## src/rtl/dds_lut_arb.sv

```systemverilog
// Two-voice arbiter sharing one DDS sine LUT: IDLE -> ISSUE -> CAPTURE, round-robin on ties.
// Define DDS_ARB_FIXED_PRIO_EN to make voice 0 always win a tie instead.
module dds_lut_arb #(
    parameter int PHASE_W = 14,
    parameter int DATA_W  = 12
) (
    input  logic               clk,
    input  logic               rst_n,
    input  logic               req0,
    input  logic               req1,
    input  logic [PHASE_W-1:0] phase0,
    input  logic [PHASE_W-1:0] phase1,
    output logic               gnt0,
    output logic               gnt1,
    output logic [PHASE_W-1:0] lut_addr,
    output logic               lut_rd,
    input  logic [DATA_W-1:0]  lut_data,
    output logic [DATA_W-1:0]  data0,
    output logic [DATA_W-1:0]  data1,
    output logic               vld0,
    output logic               vld1,
    output logic               busy
);

    localparam logic [1:0] StIdle    = 2'd0;
    localparam logic [1:0] StIssue   = 2'd1;
    localparam logic [1:0] StCapture = 2'd2;

    logic [1:0] state_q, state_d;
    logic       owner_q;
    logic       decide;
    logic       winner;

`ifdef DDS_ARB_FIXED_PRIO_EN
    assign winner = ~req0;
`else
    // last_q = 1 means voice 1 was served most recently
    logic last_q;
    assign winner = (req0 && req1) ? ~last_q : req1;
`endif

    always_comb begin
        state_d = state_q;
        decide  = 1'b0;
        case (state_q)
            StIdle: begin
                if (req0 || req1) begin
                    decide  = 1'b1;
                    state_d = StIssue;
                end
            end
            StIssue: state_d = StCapture;
            StCapture: begin
                if (req0 || req1) begin
                    decide  = 1'b1;
                    state_d = StIssue;
                end else begin
                    state_d = StIdle;
                end
            end
            default: state_d = StIdle;
        endcase
    end

    always_ff @(posedge clk) begin
        if (!rst_n) begin
            state_q  <= StIdle;
            owner_q  <= 1'b0;
            lut_addr <= '0;
            data0    <= '0;
            data1    <= '0;
            vld0     <= 1'b0;
            vld1     <= 1'b0;
`ifndef DDS_ARB_FIXED_PRIO_EN
            last_q   <= 1'b1;
`endif
        end else begin
            state_q <= state_d;
            vld0    <= 1'b0;
            vld1    <= 1'b0;
            if (state_q == StCapture) begin
                if (owner_q) begin
                    data1 <= lut_data;
                    vld1  <= 1'b1;
                end else begin
                    data0 <= lut_data;
                    vld0  <= 1'b1;
                end
            end
            if (decide) begin
                owner_q  <= winner;
                lut_addr <= winner ? phase1 : phase0;
`ifndef DDS_ARB_FIXED_PRIO_EN
                last_q   <= winner;
`endif
            end
        end
    end

    assign gnt0   = (state_q == StIssue) && !owner_q;
    assign gnt1   = (state_q == StIssue) && owner_q;
    assign lut_rd = (state_q == StIssue);
    assign busy   = (state_q != StIdle);

endmodule

```

## config.mk

```make
export PLATFORM = sky130hd
export DESIGN_NAME = dds_lut_arb
export DESIGN_NICKNAME = d
export VERILOG_FILES = /design/src/rtl/dds_lut_arb.sv
export SDC_FILE = /design/constraint.sdc
export NUM_CORES = 1
export LEC_CHECK = 0
export ABC_AREA = 1
export CAP_MARGIN = 20
export CELL_PAD_IN_SITES_DETAIL_PLACEMENT = 0
export CELL_PAD_IN_SITES_GLOBAL_PLACEMENT = 2
export CORE_MARGIN = 1.5
export CORE_UTILIZATION = 23
export DETAILED_ROUTE_END_ITERATION = 10
export PLACE_DENSITY = 0.94
export SYNTH_ARGS = -nofsm -noshare
export SYNTH_HDL_FRONTEND = slang
export SYNTH_SLANG_ARGS = --single-unit
```

## constraint.sdc

```tcl
create_clock -name clk -period 2.07 [get_ports clk]
set_clock_uncertainty 0.2 [all_clocks]
set_input_delay 0.3105 -clock clk [delete_from_list [all_inputs] [get_ports clk]]
set_output_delay 0.3105 -clock clk [all_outputs]
set_load 0.05 [all_outputs]
```

---- Yosys cells after proc, flatten, opt, wreduce, memory -nomap -nowiden ----
Cells that the tools add are included.
word-level totals
  output and inout bits ................... 44
  flip-flop bits (word level) ............. 44
  word-level logic and storage cells ...... 33
  input port bits ......................... 44
cells by class
  equality and inequality tests ........... 3
  mux-type cells .......................... 9
  bitwise gates (word level) .............. 2
  reductions and logical operators ........ 11
operators with widths
  cell                                                              count
  14-bit two-way mux                                                1
  1-bit two-way mux                                                 6
  2-bit one-hot mux with 3 select lines                             1
  2-bit AND reduction                                               3
  1-bit logical AND                                                 3
  2-bit by 1-bit == test with 1-bit output (second input constant)  1
  2-bit == test (second input constant)                             1
  2-bit logical NOT                                                 1
  2-bit two-way mux                                                 1
  2-bit inequality test (second input constant)                     1
  1-bit inverter                                                    2
  2-bit nonzero test                                                1
  2-bit OR reduction                                                1
  1-bit logical NOT                                                 1
  1-bit logical OR                                                  1

---- Logic depth before layout (Yosys ltp) ----
  word-level depth ........................ 3
  mapped depth ............................ 7
  depth with buffers taken out ............ 5

---- Worst setup path before layout ----
OpenSTA, ideal clock, no wires.
  kind .................................... register to output
  start point ............................. reg state_q[0]
  end point ............................... out gnt0
  required time ........................... 1.559 ns
  stages on the path, launching flop included .. 5
  path slack .............................. -0.473 ns
  arrival ................................. 2.032 ns
  buffers on the path ..................... 0
  cell sequence ........................... dfxtp_1 inv_4 nor2_1 inv_1 nor2_1
on the way
  word-level cells in the longest chain between the ends .. 2
ends and longest elaborated chain
  what                                      RTL line  source
  start, declared                           29        logic [1:0] state_q, state_d;
  start signal, assigned                    67        state_q <= StIdle;
  start signal, assigned                    78        state_q <= state_d;
  2-bit by 1-bit == test with 1-bit output  -
  via lut_rd                                16        output logic lut_rd,
  1-bit logical AND                         100       assign gnt0 = (state_q == StIssue) && !owner_q;
  end, declared                             13        output logic gnt0,
The timed path passes the listed nets, and every way through them passes these cells.

---- Worst setup path in the final report ----
  start point ............................. reg data0[4]
  end point ............................... out data0[4]
RTL lines
  what                    RTL line  source
  start, declared         18        output logic [DATA_W-1:0] data0,
  start signal, assigned  86        data0 <= lut_data;
No word-level cell between the ends.

==> metrics.csv <==
metric,value,unit
gr ovfl total,0,
RSZ-0062 raised after global routing,no,
reg2reg start,owner_q$_SDFFE_PN0P_,
DRT Pass-1 Iters,4,
H-tree levels,2,
WP data required,1.56,ns
"Reg clk slew, reported paths",0.09,ns
Chip Width,95.6,µm
Clock Latency Late Sink,0.30,ns
sequential share of the synthesized area,0.446,
total wire length,5690,µm
"Hold Violations, Final",0,
power per cell area,712,nW/µm²
r2r endpoint,data0[5]$_SDFFE_PN0P_,
Routed WL per cell,12.4,µm
# diodes,0,
initial antenna violation count,0,
Max-Cap Viols,0,
Core Area,8260,µm²
largest area contributor in the netlist,dfxtp_1,
largest net degree at the start of global routing,30,
"Warnings, synthesis",0,
Max-slew headroom,0.640,
"commonest cells after routing, fill and taps aside","nand2_1 (81), clkdlybuf4s50_1 (77), dfxtp_1 (43)",
detailed placement HPWL,4130,µm
gpl congestion,0.775,
Area Growth Syn to Fin,54.6,%
fillers,881,
Yosys reg bits,44,
Vias,2005,
final core occ,0.369,
leading post-synthesis cells by cell area,"dfxtp_1 (45%), nand2_1 (15%), nor2_1 (6.8%)",
CTS max path bufs,2,
# setup viols final,0,
Root Buffer,clkbuf_8,
DR iter-0 viols,42,
type of element capturing the critical path,output pin,
Sink Count,44,
"Slowest-stage cell, CP",clkdlybuf4s50_1,
fin nets,397,
cells after synthesis,272,
FF-to-FF path depth,4,
Port Buffers,87,
Final min period,1.98,ns
Residual DRC,0,
CP max stage delay,0.81,ns
Post-CTS Setup Bufs,0,
synth unique cells,20,
Hold Startpoint,data0[11]$_SDFFE_PN0P_,
cell row count,33,
number of global-route vias before repair,1854,
Die H,95.6,µm
Hold Crit Class,reg2reg,
sum of buffers and inverters on the critical path,1,
Worst Path Max Fanout,2,
count of pins over their slew limit,0,
Die ar.,9140,µm²
Num CTS Buffers,5,
routed vias/inst,4.37,
outcome,"finished, final reports clean",
initial cell density of the core,0.239,
type of the worst setup path,reg2out,
crit-path cells,clkdlybuf4s50_1,
Final Cycle Share,0.955,
worst hold stages,2,
"commonest non-fill, non-tap cell in the layout",nand2_1,
fmax,0.506,GHz
"antenna viol nets, final",0,
Yosys top cell area share,0.446,
synthesized cell area,1970,µm²
Leak Pwr,1.20,nW
I/O pins,88,
syn nets,316,
mean post-synth cell area,7.25,µm²
Hold EP,data0[11]$_SDFFE_PN0P_,
crit start category,flop,
Arrival @ worst endpoint,1.47,ns
Max IR drop VDD,0.393,mV
first-pass GRT wire length,9210,µm
Worst Tran Pin Value,0.539,ns
"delay-heaviest family, CP",buffers and inverters,
worst hold margin,0.265,ns
CTS tree,done,
GRT Util Overall,0.130,
"setup slack, reg-to-reg",0.44,ns
layout cell share with drive strength beyond 1,0.102,
-- timing repair --
item	in CTS	in global routing
gates resized for setup	0	1
setup endpoints to repair	0	2
hold buffers	0	0
-- layer usage --
layer / GRT usage / part of all wire / up-vias
met4: 0.0417 / 0.016 / 0
met3: 0.0327 / 0.086 / 10
li1: - / - / 1028
met2: 0.196 / 0.42 / 83
met5: 0 / 0 / -
met1: 0.180 / 0.48 / 884
-- worst max path at each step --
stage                                        from                        end  slack [ns]  cells after the start
final                       data0[4]$_SDFFE_PN0P_                   data0[4]        0.09                      1
after global routing      state_q[0]$_SDFFE_PN0P_                       gnt0        0.03                      5
after CTS                 state_q[0]$_SDFFE_PN0P_                       gnt0       0.005                      5
after detailed placement                     req1  lut_addr[11]$_SDFFE_PN0P_        0.21                      6
after global placement                       req1   lut_addr[1]$_SDFFE_PN0P_        0.24                      5
after floorplan           state_q[0]$_SDFFE_PN0P_                       gnt0       -0.01                      4
-- worst reg2reg max path: stages (launching register included) --
cell and delay [ns]:
dfxtp_1 0.37, inv_1 0.36, nand3_2 0.35, nand2_1 0.15, a21oi_1 0.07
-- layout make-up --
cell class	instances	area (µm²)	area share
Clock buffer	6	82.6	0.0271
Inverter	19	73.8	0.0242
Sequential cell	44	882	0.289
Timing Repair Buffer	94	948	0.311
Clock inverter	2	38.8	0.0127
Tap cell	105	131	0.0431
Multi-Input combinational cell	189	893	0.293
-- synthesized netlist by cell type --
| cell type | number |
|---|---|
| nand3_1 | 16 |
| buf_4 | 4 |
| a21boi_0 | 14 |
| dfxtp_1 | 44 |
| nand4_1 | 12 |
| clkbuf_1 | 2 |
| inv_1 | 17 |
| inv_4 | 1 |
| nor2_1 | 36 |
| nand3_2 | 1 |
| nand3_4 | 1 |
| clkbuf_2 | 2 |
| a21oi_1 | 25 |
| inv_2 | 1 |
| nand2_1 | 81 |
| nor2_4 | 1 |
| o21ai_4 | 1 |
| or2_2 | 1 |
| buf_2 | 8 |
| buf_6 | 4 |
-- registers in the layout, indices dropped and copies added, names as in the netlist --
signal,count
data0,12
lut_addr,14
data1,12
last_q,1
vld1,1
owner_q,1
state_q,2
vld0,1
-- kinds of logic (layout without fill, tap and decap cells) --
kind of cell	Yosys count	after routing	share of synthesized area
AOI/OAI and AO/OA	40	40	0.125
and+or+nand+nor	149	149	0.324
buffers and inverters	39	121	0.105
DFF	44	44	0.446
-- where the power goes --
group	leakage (nW)	switching, mW	internal, mW
sequential	0.360	0.0277	0.890
combinational	0.778	0.328	0.224
clock	0.0614	0.309	0.395
-- through the flow --
step | total power, mW | worst slack (ns) | instance area, µm² | std cells | TNS (ns)
2_1_floorplan | 1.27 | -0.0104 | 1980 | 272 | -0.0208
3_3_place_gp | 1.49 | 0.245 | 2930 | 451 | 0
3_5_place_dp | 1.49 | 0.213 | 2930 | 451 | 0
4_1_cts | 2.21 | 0.00550 | 3050 | 459 | 0
5_1_grt | 2.29 | 0.0259 | 3050 | 459 | 0
6_report | 2.17 | 0.0926 | 3050 | 459 | 0
No activity file was read; power rests on OpenSTA's default activity.
==> edit 1, RTL diff (config.mk and constraints unchanged) <==
The parameter `DATA_W` goes from 12 to 6.
--- a/src/rtl/dds_lut_arb.sv
+++ b/src/rtl/dds_lut_arb.sv
@@ -2,7 +2,7 @@
 // Define DDS_ARB_FIXED_PRIO_EN to make voice 0 always win a tie instead.
 module dds_lut_arb #(
     parameter int PHASE_W = 14,
-    parameter int DATA_W  = 12
+    parameter int DATA_W  = 6
 ) (
     input  logic               clk,
     input  logic               rst_n,
Interface: changed (resized data0, data1 and lut_data); port bits go from 88 to 70. No check against the original RTL was run, so the function may have changed too.
==> edit 1 against the unedited design <==
- final cell count down 21%
- wire length down 28%
- final area down 21%
- area after synthesis down 23%
- sequential power down 26%
- first-iteration DRC count down 19%
- clock power down 18%
- power down 20%
- sequential cell count down 12
- setup slack better by 0.033 ns
==> edit 1: results (changes against the unedited design) <==
| Metric | Value |
|---|---|
| Status | `finished, final reports clean` |
| Total instance count after detailed placement | `356 (-21%)` |
| Top area cells in the synthesized netlist | `sky130_fd_sc_hd__dfxtp_1 42%, sky130_fd_sc_hd__nand2_1 16%, sky130_fd_sc_hd__nor2_1 8.9%` |
| Cells on worst reg2reg path | `6 (+2)` |
| Detailed router's first-iteration violation count | `34 (-19%)` |
| Count of different cell masters after synthesis | `19 (-5.0%)` |
| Synthesized netlist net count | `255 (-19%)` |
| Total global-route track usage | `0.122 (-0.00821)` |
| Static leakage power | `0.984 nW (-18%)` |
| Transition time at the pin with the least slew margin | `0.501 ns (-0.0378 ns)` |
| Final RePlAce weighted congestion | `0.721 (-7.1%)` |
| Clock edge transition at the registers on the reported setup and hold paths | `0.07 ns (-0.02 ns)` |
| Detailed-route wire length per cell | `11.3 um (-9.2%)` |
| Total Nets Final | `324 (-18%)` |
| Worst setup slack after placement | `0.288 ns (+0.0751 ns)` |
| Total placed instance area | `2300 um2 (-21%)` |
| Clock latency at the later pin of the worst-skew pair | `0.28 ns (-0.02 ns)` |
| CP max-delay cell | `sky130_fd_sc_hd__clkdlybuf4s50_1` |
| Largest vdd supply drop | `0.364 mV (-7.5%)` |
| Post-Route WL | `4.10 mm (-28%)` |
| Number of fillers in the final layout | `690 (-22%)` |
| Arrival @ worst endpoint | `1.43 ns (-0.04 ns)` |
| Biggest regs | `lut_addr x14, data0 x6, data1 x6` |
| Total of buffers placed on input and output ports | `69 (-21%)` |
| First-pass GRT wire length | `6.84 mm (-26%)` |
| Commonest cells post-synth | `63 x sky130_fd_sc_hd__nand2_1, 36 x sky130_fd_sc_hd__nor2_1, 32 x sky130_fd_sc_hd__dfxtp_1` |
| Vias per inst | `4.19 (-4.0%)` |
| Number of global-route vias before repair | `1,450 (-22%)` |
==> edit 1: cell types whose count changed in the layout (fill, tap and decap cells not counted), moves of 6 or more <==
cell,unedited run,this run
sky130_fd_sc_hd__buf_4,13,6
sky130_fd_sc_hd__nand4_1,12,6
sky130_fd_sc_hd__nand2_1,81,63
sky130_fd_sc_hd__a21oi_1,25,13
sky130_fd_sc_hd__clkdlybuf4s50_1,77,65
sky130_fd_sc_hd__dfxtp_1,43,32
==> edit 1: kinds of logic after synthesis <==
family	count (synthesis)	synth area share
and+or+nand+nor	125	0.353
buffers and inverters	32	0.107
AOI/OAI and AO/OA	28	0.118
DFF	32	0.423
==> edit 1: final cells by class <==
cell class / count / area, um2 / share of cell area
timing repair buffer: 75 / 776 / 0.322
clock inverter: 2 / 35.0 / 0.0145
inverter: 19 / 71.3 / 0.0296
clock buffer: 6 / 72.6 / 0.0301
sequential: 32 / 641 / 0.266
multi-input combinational: 153 / 721 / 0.299
tap: 77 / 96.3 / 0.0399
==> edit 1: per-layer routing <==
layer	vias up	routed length (um)	part of all wire	track usage
met5	-	0	0	0
met3	11	256	0.062	0.0403
met4	0	110	0.027	0.0522
met1	640	1820	0.44	0.147
li1	820	-	-	-
met2	55	1910	0.47	0.199
==> edit 1: final timing paths <==
| kind | start | to | slack (ns) |
|---|---|---|---|
| hold reg to reg | data1[5] | data1[5] | 0.26 |
| hold / removal | data1[5] | data1[5] | 0.26 |
| setup / recovery | data0[2] | data0[2] | 0.13 |
| setup reg to reg | state_q[0] | owner_q | 0.63 |
==> edit 1: power breakdown <==
part / internal (mW) / switching (mW)
logic: 0.202 / 0.283
clock network: 0.357 / 0.221
registers: 0.655 / 0.0276
==> edit 2, RTL diff (same settings) <==
Without the edit above. Make the reset (`rst_n`) asynchronous in one clocked block.
--- a/src/rtl/dds_lut_arb.sv
+++ b/src/rtl/dds_lut_arb.sv
@@ -62,7 +62,7 @@
         endcase
     end
 
-    always_ff @(posedge clk) begin
+    always_ff @(posedge clk or negedge rst_n) begin
         if (!rst_n) begin
             state_q  <= StIdle;
             owner_q  <= 1'b0;
Function: differs if rst_n is asserted again (counterexample within 4 cycles, from zero or initial values and one cycle with rst_n low); with rst_n held inactive, the same outputs for 10 cycles.
==> edit 2 against the unedited design <==
- wire length down 12%
- setup slack worse by 0.021 ns
- register-to-register slack better by 0.08 ns
- worst hold slack improved by 0.022 ns
- first-iteration DRC count grew 17%
- sequential cell count unchanged
- final area is 4.8% higher
- area after synthesis grew 8.2%
Power is not compared: it rests on default switching activity, and its combinational part moved more than twofold at a synthesized area within 25%.
==> edit 2: results (changes against the unedited design) <==
| Metric | Value |
|---|---|
| Register Area | `1100 um2 (+25%)` |
| PostCTS Resize Cnt | `0 (unchanged)` |
| Total Nets Final | `364 (-8.3%)` |
| Detailed-route wire length per cell | `11.7 um (-5.7%)` |
| Hold Buf Count CTS | `1 (+1)` |
| Launch point of the worst hold path | `data0[1]` |
| Area grow syn2layout | `49.7%` |
| Area fraction of clock buffers and clock inverters | `0.0290 (-0.0108)` |
| Largest net degree at the start of global routing | `26 (-13%)` |
| Final hold slack | `0.286 ns (+0.0216 ns)` |
| R2r startpoint | `state_q[0]` |
| CP Max Fanout | `2 (unchanged)` |
| Total instance count after detailed placement | `420 (-6.9%)` |
| Crit path launch | `data0[0]` |
| Amount of wire on met3 after detailed routing | `231 um (-53%)` |
| Worst hold endpoint | `data0[1]` |
| Remaining max-slew budget at the tightest pin | `0.649 (+0.00907)` |
| Async SR Flop Fraction | `1.00 (+1.00)` |
| Non-Clock Inverter Count | `45 (+26)` |
| Sequential share of the synthesized area | `0.516 (+0.0700)` |
| Met2 wire length | `2.56 mm (+8.1%)` |
| Shortest period the worst path allows | `2.00 ns (+0.0215 ns)` |
| Sum of net half-perimeters after detailed placement | `3.82 mm (-7.6%)` |
| Commonest cells post-synth | `54 x sky130_fd_sc_hd__nand2_1, 43 x sky130_fd_sc_hd__dfrtp_1, 43 x sky130_fd_sc_hd__inv_1` |
| Flop-to-flop setup slack | `0.52 ns (+0.08 ns)` |
| Total global-route track usage | `0.109 (-0.0207)` |
| Final RePlAce weighted congestion | `0.736 (-5.1%)` |
| Worst setup slack after placement | `0.262 ns (+0.0492 ns)` |
| Number of fillers in the final layout | `903 (+2.5%)` |
| Vias per inst | `4.09 (-6.4%)` |
| Capture point of the worst path | `data0[0]` |
| First-pass GRT wire length | `8.66 mm (-6.0%)` |
| Total placed instance area | `3090 um2 (+5.6%)` |
| Top area cells in the synthesized netlist | `sky130_fd_sc_hd__dfrtp_1 50%, sky130_fd_sc_hd__o21ai_2 9.8%, sky130_fd_sc_hd__nand2_1 9.5%` |
| Non-clk bufs | `91 (-3.2%)` |
| Number of global-route vias before repair | `1,809 (-2.4%)` |
| Syn Inst Count | `232 (-15%)` |
| Count of unresolved DRC violations after routing | `0 (unchanged)` |
| Status | `finished, final reports clean` |
| Endpoint of the worst register-to-register path | `data0[4]` |
| CP max-delay cell | `sky130_fd_sc_hd__clkdlybuf4s50_1` |
| Synthesized netlist net count | `276 (-13%)` |
| Most used flip-flop cell after synthesis | `sky130_fd_sc_hd__dfrtp_1` |
| Non-clock buffers, area share | `0.291 (-0.0204)` |
| Detailed router's first-iteration violation count | `49 (+17%)` |
| Clock latency at the later pin of the worst-skew pair | `0.29 ns` |
| Ratio of cells with drive above 1 in the final layout | `0.218 (+0.116)` |
| Non-Filler Instances | `429 (-6.5%)` |
| Number of multi-input combinational cells in the layout | `133 (-30%)` |
| Hold path cells | `2 (unchanged)` |
| Fraction of area in multi-input gates | `0.239 (-0.0540)` |
| Share of cell area taken by flip-flops and latches | `0.345 (+0.0558)` |
| Met1 WL | `2.16 mm (-21%)` |
edit 2: changes by cell type after synthesis, sizes merged, moves of 24 or more:
cell   before  now
dfxtp      44    0
dfrtp       0   43
nor2       37    4
inv        19   45
a21oi      25    0
o21ai       1   25
edit 2: layer usage:
metal,track usage,up-vias
met2,0.190,45
met1,0.134,826
li1,-,881
met5,0,-
met3,0.0225,2
met4,0.0390,0
edit 2: where the power goes:
group / total (mW) / leakage [nW] / switching [mW] / internal (mW)
clock: 0.549 / 0.0510 / 0.283 / 0.267
combinational: 2.38 / 0.978 / 1.56 / 0.826
sequential: 1.37 / 0.540 / 0.205 / 1.17
total: 4.30 / 1.57 / 2.05 / 2.26
edit 2: kinds of logic (layout without fill, tap and decap cells):
| logic type | count (synthesis) | in the layout | share of synthesized area |
|---|---|---|---|
| flip-flops | 44 | 44 | 0.516 |
| AND/OR/NAND/NOR | 108 | 108 | 0.252 |
| AO/OA/AOI/OAI | 25 | 25 | 0.101 |
| buffers and inverters | 55 | 144 | 0.131 |
